[src/rtl/synth_pkg.sv]
// rtl/synth_pkg.sv - shared types and constants for the voice waveshaper
package synth_pkg;

  typedef enum logic [1:0] {
    WAVE_OFF    = 2'd0,
    WAVE_SAW    = 2'd1,
    WAVE_SQUARE = 2'd2,
    WAVE_TRI    = 2'd3
  } wave_t;

  typedef enum logic [1:0] {
    ST_IDLE   = 2'd0,
    ST_DIVIDE = 2'd1,
    ST_SHAPE  = 2'd2
  } state_t;

  localparam logic [7:0] SAMPLE_MID = 8'h80;

endpackage

[src/rtl/phase_divider.sv]
// rtl/phase_divider.sv - restoring fractional divider, one quotient bit per clock, MSB first
module phase_divider #(
  parameter int CNT_W    = 18,
  parameter int SAMPLE_W = 8
) (
  input  logic                clk,
  input  logic                rst,
  input  logic                start,
  input  logic [CNT_W-1:0]    dividend,
  input  logic [CNT_W-1:0]    divisor,
  output logic                last,
  output logic [SAMPLE_W-1:0] quotient
);

  localparam int IW = (SAMPLE_W > 1) ? $clog2(SAMPLE_W) : 1;

  logic             running;
  logic [IW-1:0]    iter;
  logic [CNT_W-1:0] rem;
  logic [CNT_W-1:0] div_r;
  logic [CNT_W:0]   rem2;
  logic             take;

  // rem stays below the divisor, so only the doubled value needs the extra bit
  always_comb begin
    rem2 = {rem, 1'b0};
    take = (rem2 >= {1'b0, div_r});
  end

  // last is high during the cycle whose edge produces the final quotient bit
  assign last = running && (iter == IW'(SAMPLE_W - 1));

  always_ff @(posedge clk) begin
    if (rst) begin
      running  <= 1'b0;
      iter     <= '0;
      rem      <= '0;
      div_r    <= '0;
      quotient <= '0;
    end else if (start) begin
      running  <= 1'b1;
      iter     <= '0;
      rem      <= dividend;
      div_r    <= divisor;
      quotient <= '0;
    end else if (running) begin
      rem      <= take ? CNT_W'(rem2 - {1'b0, div_r}) : rem2[CNT_W-1:0];
      quotient <= {quotient[SAMPLE_W-2:0], take};
      iter     <= iter + 1'b1;
      if (last) begin
        running <= 1'b0;
      end
    end
  end

endmodule

[src/rtl/osc_waveshaper.sv]
// rtl/osc_waveshaper.sv - snapshots oscillator phase, divides to a fraction, shapes a voice sample
module osc_waveshaper
  import synth_pkg::*;
#(
  parameter int CNT_W    = 18,
  parameter int SAMPLE_W = 8
) (
  input  logic                clk,
  input  logic                rst,
  input  logic [CNT_W-1:0]    count,
  input  logic [CNT_W-1:0]    divisor,
  input  logic [1:0]          wave_sel,
  input  logic                sample_req,
  output logic                busy,
  output logic [SAMPLE_W-1:0] sample,
  output logic                sample_valid,
  output logic                overrun
);

  state_t                state;
  wave_t                 wave_lat;
  logic                  skip_div;
  logic [CNT_W-1:0]      c_clamp;
  logic                  div_start;
  logic                  div_last;
  logic [SAMPLE_W-1:0]   quotient;
  logic [SAMPLE_W-1:0]   phase;
  logic [SAMPLE_W-1:0]   shaped;

  always_comb begin
    if (count == '0)
      c_clamp = CNT_W'(1);
    else if (count > divisor)
      c_clamp = divisor;
    else
      c_clamp = count;
  end

  assign div_start = (state == ST_IDLE) && sample_req && (divisor != '0);

  phase_divider #(
    .CNT_W    (CNT_W),
    .SAMPLE_W (SAMPLE_W)
  ) u_div (
    .clk      (clk),
    .rst      (rst),
    .start    (div_start),
    .dividend (c_clamp - CNT_W'(1)),
    .divisor  (divisor),
    .last     (div_last),
    .quotient (quotient)
  );

  // a zero-period oscillator has no meaningful phase; treat it as phase 0
  assign phase = skip_div ? '0 : quotient;

  always_comb begin
    shaped = SAMPLE_W'(SAMPLE_MID);
    case (wave_lat)
      WAVE_SAW:    shaped = phase;
      WAVE_SQUARE: shaped = phase[SAMPLE_W-1] ? '0 : '1;
      WAVE_TRI:    shaped = phase[SAMPLE_W-1] ? ~{phase[SAMPLE_W-2:0], 1'b0}
                                              :  {phase[SAMPLE_W-2:0], 1'b0};
      default:     shaped = SAMPLE_W'(SAMPLE_MID);
    endcase
  end

  always_ff @(posedge clk) begin
    if (rst) begin
      state        <= ST_IDLE;
      wave_lat     <= WAVE_OFF;
      skip_div     <= 1'b0;
      busy         <= 1'b0;
      sample       <= SAMPLE_W'(SAMPLE_MID);
      sample_valid <= 1'b0;
      overrun      <= 1'b0;
    end else begin
      sample_valid <= 1'b0;
      overrun      <= sample_req && (state != ST_IDLE);
      case (state)
        ST_IDLE: begin
          if (sample_req) begin
            wave_lat <= wave_t'(wave_sel);
            skip_div <= (divisor == '0);
            busy     <= 1'b1;
            state    <= (divisor == '0) ? ST_SHAPE : ST_DIVIDE;
          end
        end
        ST_DIVIDE: begin
          if (div_last) begin
            state <= ST_SHAPE;
          end
        end
        ST_SHAPE: begin
          sample       <= shaped;
          sample_valid <= 1'b1;
          busy         <= 1'b0;
          state        <= ST_IDLE;
        end
        default: state <= ST_IDLE;
      endcase
    end
  end

endmodule

[config.mk]
export PLATFORM = sky130hd
export DESIGN_NAME = osc_waveshaper
export DESIGN_NICKNAME = d
export VERILOG_FILES = /design/src/rtl/synth_pkg.sv /design/src/rtl/phase_divider.sv /design/src/rtl/osc_waveshaper.sv
export SDC_FILE = /design/constraint.sdc
export NUM_CORES = 1
export LEC_CHECK = 0
export BUFFER_PORTS_ARGS = -buffer_cell sky130_fd_sc_hd__buf_4
export CORE_ASPECT_RATIO = 0.7
export CORE_UTILIZATION = 39
export CTS_CLUSTER_SIZE = 16
export DETAILED_ROUTE_END_ITERATION = 10
export GPL_TIMING_DRIVEN = 0
export SLEW_MARGIN = 15
export SYNTH_ARGS = -nofsm -noshare
export SYNTH_HDL_FRONTEND = slang
export SYNTH_SLANG_ARGS = --single-unit
[constraint.sdc]
create_clock -name clk -period 4.6 [get_ports clk]
set_clock_uncertainty 0.15 [all_clocks]
set_input_delay 0.46 -clock clk [delete_from_list [all_inputs] [get_ports clk]]
set_output_delay 0.46 -clock clk [all_outputs]
set_load 0.05 [all_outputs]
==> impl_results.md, run 1 <==
- Status: finished, final reports clean
- Worst path max stage delay: 0.35 ns
- DR pass1 iterations: 5
- P_leak: 0.002442 µW
- Io pins: 52
- # DRC: 0
- Hold depth: 3
- CP Launch Type: primary input
- DIE AREA: 13320 µm²
- Antenna violations before repair: 0
- Routed vias: 4952
- Root Buffer Master: clkbuf_16
- Clock Pin Slew Worst Setup and Hold Paths: 0.06 ns
- Avg Cell Area, Syn: 7.526 µm²
- Net Count, Synth: 747
- PortBufs: 50
- Fin nets: 811
- Pwr Density: 363.7 nW/µm²
- TNS Setup: 0 ns
- Initial core utilization: 40.21%
- Hold/Removal Path Class: primary input to flip-flop
- CP Buf/Inv Count: 5
- Vias per cell: 5.521
- Pins Over Slew Limit: 0
- Reg2reg start: u_div.div_r[1]
- Final hold vios: 0
- Slew HR: 45.61%
- Post-synth ARST share: 0%
- Syn Std Cell Area: 5012 µm²
- CTS tree: built
- Cells after Synth: between 600 and 700
- Clock sinks: 64
- Synth unique cells: 70
- Data required, critical path: 4.68 ns
- Most used cell, CP: buf_4
- Syn. warnings: 0
- #FFs+latches synth: 64
- Routed WL: 14.77 mm
- Most used DFF post-synth: dfxtp_1
- Slowest CP cell: a2111oi_2
- RSZ-0062 raised after global routing: false
- Die H: 96.85 µm
- Number of global-route vias before repair: 4638
- Endpoints failing setup: 0
- CP Capture Type: flip-flop
- CP Max Fanout: 10
- Sequential cell area fraction in the yosys report: around a quarter
- Slew @ Worst Pin: about 0.81 ns
- Die X: 137.5 µm
- # rows: 34
- CP Data Arrival Time: 4.44 ns
- H-tree depth: 3
- Fin crit period: 4.367 ns
- Routability cong.: 0.8616
- Dpl hpwl: about 12 mm
- CP Class: primary input to flip-flop
- DRC marker count from the first detailed-route iteration: 318
- Fmax: 229.0 MHz
- Grt ovf: 0
- Setup WS post-layout: approximately 0.23 ns
- Post-DR wirelength/cell: 16.46 µm
- Family with the most delay on the worst path: compound AO/OA/AOI/OAI gates
- CORE AREA: 12460 µm²
- Number of synthesized flops with an enable pin: 0
- Largest net degree at the start of global routing: 13
- Reg2reg path depth: 13
- Max Cap Viol: 0
- Area Overhead vs Synth: 18.32%
- Antenna-violating nets left: 0
- Hold EP: wave_lat[0]
- Ant diodes: 0
- Fill cell count: 1242
- R2r endpoint: u_div.rem[12]
- Layout cells sized above 1: 13.88%
- Clock Path Buffers: 2
- CTS Buf Count: 9
- Post-Place Setup Slack: -0.3258 ns
- FF-to-FF setup slack: 1.05 ns
- Tot Pwr: 2157 µW
- First-pass GRT wire length: 24.12 mm
- Worst-path cell chain: buf_4, inv_1, ha_1, a211oi_1, nor2_1, o31a_1, o31ai_4, clkbuf_4, buf_4, buf_4, nor2_1, a211oi_2, ha_2, nand4_1, mux2i_4, o2111ai_2, nor2_2, xnor2_1, a2111oi_2
- Hold Path Origin: wave_sel[0]
- Final period util: 94.92%
- Maximum vdd ir drop: 0.2606 mV
- Overall global routing resource usage: 22.98%
- Skew-Pair Late Insertion Delay: 0.33 ns
-- how the worst max path moves through the flow --
stage	startpoint	end	slack, ns	cells after the start
after floorplan	divisor[3]	u_div.rem[14]	0.46	18
after global placement	divisor[3]	u_div.rem[14]	-0.34	19
after detailed placement	divisor[3]	u_div.rem[14]	-0.33	19
after CTS	divisor[3]	u_div.rem[14]	0.03	19
after global routing	divisor[3]	u_div.rem[14]	0.0003	19
final	divisor[3]	u_div.rem[14]	0.23	19
-- cell families (layout without fill, tap and decap cells) --
logic type / Yosys count / after routing / share of synthesized area [%]
DFF: 64 / 64 / 25.56
AOI/OAI and AO/OA: 190 / 190 / 24.74
buffers and inverters: 78 / 147 / 6.216
and+or+nand+nor: 234 / 234 / 21.72
adders and majority gates: 40 / 40 / 10.13
muxes: 31 / 31 / 6.565
xor gates and xnor gates: 29 / 29 / 5.067
-- where the power goes --
part | internal (µW) | switching (µW) | total (µW) | leakage, µW
Clock | 436 | 261 | 697 | 0.000145
Combinational | 353 | 483 | 835 | 0.00177
Sequential | 593 | 31.3 | 624 | 0.000524
Total | 1380 | 775 | 2160 | 0.00244
-- per-layer routing --
layer  GRT usage [%]  share of wire, %  vias to the layer above
li1                -                 -                     2504
met1           36.36                53                     2256
met2           31.97                40                      180
met3           3.354               6.3                       12
met4           4.734              0.85                        0
met5               0                 0                        -
-- worst register-to-register path, delay by kind of cell, from the launching register on --
kind | cells | cell delay [ns]
AND/OR/NAND/NOR | 3 | 0.42
AO/OA/AOI/OAI | 5 | 1.34
flip-flops | 1 | 0.38
adder cells (fa/ha/maj) | 2 | 0.48
multiplexers | 1 | 0.23
buffers and inverters | 2 | 0.43
-- synthesized netlist by cell type, types with 5 or more instances --
cell	number	area, µm²
mux2i_1	25	250.2
nor4_1	6	37.54
o22ai_1	9	56.30
xor2_1	6	52.55
a211oi_1	9	67.56
o21ai_0	36	180.2
mux2_2	5	56.30
nand3_1	9	45.04
nand2_1	81	304.0
a21oi_1	66	330.3
xnor2_1	23	201.4
a21o_1	8	60.06
o21a_1	8	60.06
clkbuf_1	22	82.58
a311oi_1	8	70.07
inv_1	44	165.2
ha_1	39	488.0
dfxtp_1	64	1281
nor2_1	78	292.8
nand2b_1	9	56.30
nor3_1	16	80.08
nand4_1	9	56.30
nor2b_1	5	31.28
-- stage by stage --
stage	area, µm²	util, %	instances	hold WS (ns)
CTS	5899	47.33	894	0.2199
floorplan	5012	-	666	0.2863
detailed placement	5590	44.85	878	0.3003
finish	5931	47.58	897	0.2156
global placement	5590	44.85	878	0.2959
global route	5931	47.58	897	0.2274
-- timing repair --
| item | in CTS | in global routing |
|---|---|---|
| pin swaps | 0 | 1 |
| gates resized for setup | 1 | 4 |
| buffers inserted | 0 | 3 |
| cloned | 0 | 0 |
| hold buffers | 0 | 0 |
| endpoints found under the setup margin | 1 | 4 |
-- flip-flops by register name, indices dropped and copies added, names as in the netlist, 2 cells and up --
register / cells
sample: 8
state: 2
u_div.div_r: 18
u_div.iter: 3
u_div.quotient: 8
u_div.rem: 18
wave_lat: 2
-- layout by cell type, fill, tap and decap left out, drive strengths merged, types with 3 or more instances in the layout --
cell	n
nand2	81
nor2	79
a21oi	66
dfxtp	64
buf	61
inv	45
o21ai	42
ha	39
clkbuf	33
mux2i	26
xnor2	23
nor3	17
nand4	11
o22ai	9
nand2b	9
nand3	9
a211oi	9
a311oi	8
o21a	8
a21o	8
nor4	8
xor2	6
nor2b	5
mux2	5
clkinv	5
and3	4
a31oi	4
o32ai	3
o211ai	3
a211o	3
-- cell type report --
type	instances	area [µm²]	share of cell area, %
clock inverters	6	67.56	1.139
flip-flops and latches	64	1281	21.60
well taps	162	202.7	3.418
inverters	47	176.4	2.975
plain buffers	31	138.9	2.342
clock buffers	10	239.0	4.030
multi-input cells	524	3427	57.78
repair buffers	53	397.9	6.709
Power figures use the tool's default switching activity.
==> inputs of run 2 (changes only) <==
--- a/config.mk
+++ b/config.mk
@@ -8,6 +8,7 @@
 export BUFFER_PORTS_ARGS = -buffer_cell sky130_fd_sc_hd__buf_4
 export CORE_ASPECT_RATIO = 0.7
 export CORE_UTILIZATION = 39
+export CTS_BUF_LIST = sky130_fd_sc_hd__clkbuf_2
 export CTS_CLUSTER_SIZE = 16
 export DETAILED_ROUTE_END_ITERATION = 10
 export GPL_TIMING_DRIVEN = 0
==> run 2 against run 1 <==
Largest cell class unchanged. Flip-flop and latch count did not move. Sequential share of layout area rose by 0.66 points. Critical endpoint unchanged. Routed wire length up 0.30%. Largest power group unchanged.
==> impl_results.md, run 2 (synthesis results as in run 1) <==
- Hold/Removal Path Class: primary input to flip-flop
- Pwr Density: 315.2 nW/µm² (-13%)
- Area Overhead vs Synth: 14.80%
- Slew HR: 45.30% (-0.31 points)
- Initial core utilization: 40.21% (unchanged)
- Slowest CP cell: o31ai_4
- First-pass GRT wire length: 23.98 mm (-0.57%)
- H-tree depth: 3 (unchanged)
- Dpl hpwl: 11.81 mm (unchanged)
- Post-placement cell area: 5590 µm² (unchanged)
- Max Cap Viol: 0 (unchanged)
- Endpoints failing setup: 0 (unchanged)
- P_leak: 0.002362 µW (-3.3%)
- # DRC: 0 (unchanged)
- Slew @ Worst Pin: 0.8142 ns (+0.004665 ns)
- # rows: 34 (unchanged)
- Leading cell type in the layout, fill and taps excluded: nand2_1
- Final hold vios: 0 (unchanged)
- Antenna violations before repair: 0 (unchanged)
- Grt ovf: 0 (unchanged)
- Worst-path cell chain: buf_4, inv_1, ha_1, a211oi_1, nor2_1, o31a_1, o31ai_4, buf_2, buf_4, buf_4, nor2_1, a211oi_2, ha_2, nand4_1, mux2i_4, o2111ai_2, nor2_2, xnor2_1, a2111oi_2
- Root Buffer Master: clkbuf_2
- CTS tree: built
- CP Capture Type: flip-flop
- Final Non-Filler Cells: 898 (+0.11%)
- Clock sinks: 64 (unchanged)
- Largest net degree at the start of global routing: 13 (unchanged)
- CORE AREA: 12460 µm² (unchanged)
- Fin nets: 812 (+0.12%)
- PortBufs: 50 (unchanged)
- Data required, critical path: 4.89 ns (+0.21 ns)
- RSZ-0062 raised after global routing: false
- DIE AREA: 13320 µm² (unchanged)
- Fmax: 235.4 MHz (+2.8%)
- Worst path max stage delay: 0.37 ns (+0.02 ns)
- Maximum vdd ir drop: 0.1190 mV (-54%)
- Skew-Pair Late Insertion Delay: 0.52 ns (+0.19 ns)
- DRC marker count from the first detailed-route iteration: 344 (+8.2%)
- Antenna-violating nets left: 0 (unchanged)
- Clock Pin Slew Worst Setup and Hold Paths: 0.21 ns (+0.15 ns)
- Commonest non-fill, non-tap cells in the layout: nand2_1, nor2_1, a21oi_1
- Clock Path Buffers: 2 (unchanged)
- CP Launch Type: primary input
- Number of global-route vias before repair: 4614 (-0.52%)
- Post-layout util: 46.17% (-1.4 points)
- Tot Pwr: 1814 µW (-16%)
- Ant diodes: 0 (unchanged)
- Reg2reg path depth: 13 (unchanged)
- DR pass1 iterations: 5 (unchanged)
- CP Max Fanout: 10 (unchanged)
- CP Data Arrival Time: 4.54 ns (+0.10 ns)
- Die X: 137.5 µm (unchanged)
- CP Class: primary input to flip-flop
- Vias per cell: 5.500 (-0.37%)
- Biggest regs: u_div.div_r (18), u_div.rem (18)
- Placed Instances: 878 (unchanged)
- Routed vias: 4939 (-0.26%)
- Routability cong.: 0.8616 (unchanged)
- Most used cell, CP: buf_4
- Routed WL: 14.81 mm (+0.30%)
- # Post-CTS Setup Buffers: 0 (unchanged)
- Pins Over Slew Limit: 0 (unchanged)
- Final period util: 92.37% (-2.6 points)
- Cell area after layout: 5754 µm² (-3.0%)
- Layout cells sized above 1: 13.18% (-0.70 points)
- Io pins: 52 (unchanged)
- Die H: 96.85 µm (unchanged)
- Fin crit period: 4.249 ns (-0.1176 ns)
- Hold depth: 3 (unchanged)
- Status: finished, final reports clean
- CTS Buf Count: 9 (unchanged)
- Overall global routing resource usage: 22.87% (-0.11 points)
- Post-DR wirelength/cell: 16.49 µm (+0.19%)
## run 2: cell types whose count changed in the layout (fill, tap and decap cells not counted)
cell | before | now
buf_2 | 2 | 3
buf_4 | 57 | 54
clkbuf_1 | 21 | 22
clkbuf_16 | 9 | 0
clkbuf_2 | 1 | 9
clkbuf_4 | 1 | 0
clkbuf_8 | 1 | 0
clkinv_1 | 3 | 4
dlygate4sd3_1 | 0 | 4
## run 2: through the flow
step | TNS (ns) | worst slack [ns] | hold WS, ns
finish | 0 | 0.3510 | 0.03200
global route | 0 | 0.1358 | 0.0009046
CTS | 0 | 0.2221 | 0.0004816
detailed placement | -0.6902 | -0.3258 | 0.3003
global placement | -0.7269 | -0.3374 | 0.2959
floorplan | 0 | 0.4586 | 0.2863
## run 2: timing repair
item	CTS	global route
setup endpoints to repair	0	2
hold buffers	2	2
gates resized for setup	0	2
hold endpoints to repair	2	2
## run 2: final cells by class
class	count	area, µm²
Clock buffer	9	45.04
Clock inverter	7	71.32
Buffer	31	135.1
Sequential cell	64	1281
Fill cell	1266	6710
Tap cell	162	202.7
Inverter	47	176.4
Timing Repair Buffer	54	415.4
Multi-Input combinational cell	524	3427
## run 2: per-layer routing
| layer | GRT usage [%] | wire, µm | up-vias |
|---|---|---|---|
| met3 | 3.721 | 814 | 15 |
| met2 | 31.27 | 5875 | 171 |
| met4 | 5.325 | 196 | 0 |
| li1 | - | - | 2503 |
| met5 | 0 | 0 | - |
| met1 | 36.16 | 7926 | 2250 |
## run 2: where the power goes
part	internal [µW]	total, µW	switching (µW)
combinational	351	832	482
clock	125	356	231
sequential	593	625	31.4
total	1070	1810	745
## run 2: worst max-delay path, delay by kind of cell
| kind | cells | cell delay (ns) |
|---|---|---|
| adder cells (fa/ha/maj) | 2 | 0.57 |
| AND/OR/NAND/NOR | 4 | 0.45 |
| buffers and inverters | 5 | 0.94 |
| AO/OA/AOI/OAI | 6 | 1.73 |
| XOR/XNOR | 1 | 0.12 |
| multiplexers | 1 | 0.26 |
## run 2: path summary, 6_finish.rpt
kind | start | to | slack (ns)
worst max-delay path | divisor[3] | u_div.rem[14] | 0.35
worst min-delay path | divisor[15] | u_div.div_r[15] | 0.03
worst max register to register | u_div.div_r[1] | u_div.rem[12] | 1.06
worst min register to register | u_div.div_r[15] | u_div.div_r[15] | 0.32
==> inputs of run 3 (changes only) <==
--- a/config.mk
+++ b/config.mk
@@ -5,8 +5,8 @@
 export SDC_FILE = /design/constraint.sdc
 export NUM_CORES = 1
 export LEC_CHECK = 0
+export ABC_CLOCK_PERIOD_IN_PS = 4600
 export BUFFER_PORTS_ARGS = -buffer_cell sky130_fd_sc_hd__buf_4
-export CORE_ASPECT_RATIO = 0.7
 export CORE_UTILIZATION = 39
 export CTS_BUF_LIST = sky130_fd_sc_hd__clkbuf_2
 export CTS_CLUSTER_SIZE = 16
==> run 3 against run 2 <==
Utilization rose by 0.36 points. Critical path type unchanged. Count of clock-buffer cells in the layout did not move. First-iteration DRC count fell by 33%. Routed wire length fell by 6.8%. Total power rose by 1.8%. Sequential power barely moved. Non-clock buffer count rose by 6. Sequential share of layout area fell by 0.35 points.
==> impl_results.md, run 3 (synthesis results as in run 1) <==
- GRT met1 Usage: 28.82% (-7.3 points)
- Clock Pin Slew Worst Setup and Hold Paths: 0.18 ns (-0.03 ns)
- Io pins: 52 (unchanged)
- PortBufs: 50 (unchanged)
- Skew-Pair Late Insertion Delay: 0.54 ns (+0.02 ns)
- Clock Path Buffers: 2 (unchanged)
- Reg2reg path depth: 13 (unchanged)
- Final hold vios: 0 (unchanged)
- Die H: 115.4 µm (+19%)
- Initial core utilization: 39.88% (-0.33 points)
- Routed WL: 13.81 mm (-6.8%)
- # rows: 41 (+21%)
- Largest net degree at the start of global routing: 13 (unchanged)
- DRC marker count from the first detailed-route iteration: 232 (-33%)
- Met3 Use GR: 2.161% (-1.6 points)
- H-tree depth: 3 (unchanged)
- Fin crit period: 4.358 ns (+0.1088 ns)
- Clock sinks: 64 (unchanged)
- Biggest regs: u_div.div_r (18), u_div.rem (18)
- Placed Instances: 888 (+1.1%)
- M2 GR Usage: 36.41% (+5.1 points)
- Overall global routing resource usage: 21.77% (-1.1 points)
- Busiest grt layer: met2
- CP Max Fanout: 10 (unchanged)
- Max Cap Viol: 0 (unchanged)
- CP Class: primary input to flip-flop
- Data required, critical path: 4.88 ns (about the same)
- Post-DR wirelength/cell: 15.09 µm (-8.5%)
- Pins Over Slew Limit: 0 (unchanged)
- Fin nets: 818 (+0.74%)
- Routed vias: 4929 (-0.20%)
- Leading cell type in the layout, fill and taps excluded: nand2_1
- Vias per cell: 5.387 (-2.1%)
- DR pass1 iterations: 5 (unchanged)
- Hold depth: 3 (unchanged)
- # DRC: 0 (unchanged)
- DIE AREA: 13310 µm² (about the same)
- Antenna-violating nets left: 0 (unchanged)
- Area Overhead vs Synth: 16.65%
- CTS Buf Count: 9 (unchanged)
- # Post-CTS Setup Buffers: 0 (unchanged)
- Slew HR: 51.54% (+6.2 points)
- Dpl hpwl: 11.11 mm (-5.9%)
- RSZ-0062 raised after global routing: false
- Antenna violations before repair: 0 (unchanged)
- Hold_ws: 0.03428 ns (+0.002280 ns)
- Hold Path Origin: divisor[17]
- CTS tree: built
- Endpoints failing setup: 0 (unchanged)
- Die X: 115.4 µm (-16%)
- Routability cong.: 0.8484 (-1.5%)
- Hold EP: u_div.div_r[17]
- Maximum vdd ir drop: 0.1325 mV (+11%)
- Layout cells sized above 1: 12.80% (-0.38 points)
- P_leak: 0.002401 µW (+1.7%)
- Status: finished, final reports clean
- CP Data Arrival Time: 4.64 ns (+0.10 ns)
- FF-to-FF setup slack: 1.03 ns (-0.03 ns)
- Hold/Removal Path Class: primary input to flip-flop
- Post-layout util: 46.52% (+0.36 points)
- Fmax: 229.5 MHz (-2.5%)
- CP Launch Type: primary input
- Grt ovf: 0 (unchanged)
- Final period util: 94.73% (+2.4 points)
- CORE AREA: 12570 µm² (+0.83%)
- First-pass GRT wire length: 22.76 mm (-5.1%)
- Root Buffer Master: clkbuf_2
- Commonest non-fill, non-tap cells in the layout: nand2_1, nor2_1, a21oi_1
- Pwr Density: 315.8 nW/µm² (+0.18%)
- Number of global-route vias before repair: 4674 (+1.3%)
- CP Capture Type: flip-flop
- Slew @ Worst Pin: 0.7269 ns (-0.08728 ns)
- Final Non-Filler Cells: 915 (+1.9%)
- Reg2reg start: u_div.div_r[1]
- R2r endpoint: u_div.rem[12]
==> run 3: cell types whose count changed in the layout (fill, tap and decap cells not counted), sizes merged <==
| cell | before | now |
|---|---|---|
| bufinv | 1 | 2 |
| clkinvlp | 2 | 0 |
| diode | 0 | 1 |
| dlygate4sd3 | 4 | 10 |
| inv | 45 | 46 |
==> run 3: where the power goes <==
group | internal [µW] | total, µW | switching [µW]
logic | 353 | 822 | 468
registers | 593 | 622 | 28.9
clock network | 181 | 402 | 221
total | 1130 | 1850 | 718
==> run 3: critical path, cell delays in order <==
cell and delay, ns:
buf_4 0.12, inv_1 0.08, ha_1 0.24, a211oi_1 0.22, nor2_1 0.08, o31a_1 0.33
o31ai_4 0.38, buf_2 0.32, buf_4 0.23, buf_4 0.21, nor2_1 0.05, a211oi_1 0.35
ha_2 0.34, nand4_1 0.16, mux2i_4 0.26, o2111ai_2 0.17, nor2_2 0.15, xnor2_1 0.12
a2111oi_2 0.36
==> run 3: per-layer routing <==
metal	share of wire [%]	routed length [µm]
met1	48	6685
met2	46	6379
met3	3.0	418
met4	2.3	323
met5	0	0
==> run 3: per-stage QoR <==
stage / setup slack [ns] / setup TNS [ns] / power [µW] / cell area, µm²
after detailed placement: -0.3170 / -0.6124 / 1438 / 5603
after floorplan: 0.4586 / 0 / 1237 / 5012
after global routing: 0.01581 / 0 / 1974 / 5844
after global placement: -0.3283 / -0.6693 / 1426 / 5603
final: 0.2423 / 0 / 1846 / 5847
after CTS: 0.2320 / 0 / 1849 / 5842
==> run 3: worst max-delay path by stage <==
stage               startpoint             to  cells after the start
global route        divisor[3]  u_div.rem[14]                     19
detailed placement  divisor[3]  u_div.rem[14]                     19
finish              divisor[3]  u_div.rem[14]                     19
CTS                 divisor[3]  u_div.rem[14]                     19
floorplan           divisor[3]  u_div.rem[14]                     18
global placement    divisor[3]  u_div.rem[14]                     19
==> run 3: layout make-up <==
type                    instances  area (µm²)
flip-flops and latches         64        1281
diodes                          1       2.502
inverters                      47       176.4
multi-input cells             524        3422
well taps                     172       215.2
clock buffers                   9       45.04
repair buffers                 60       475.5
clock inverters                 7       93.84
plain buffers                  31       135.1
fillers                      1295        6721
==> run 3: what timing repair did <==
item | CTS | global route
gates resized for setup | 0 | 1
hold buffers | 10 | 0
endpoints found under the hold margin | 10 | 0
setup endpoints to repair | 0 | 1
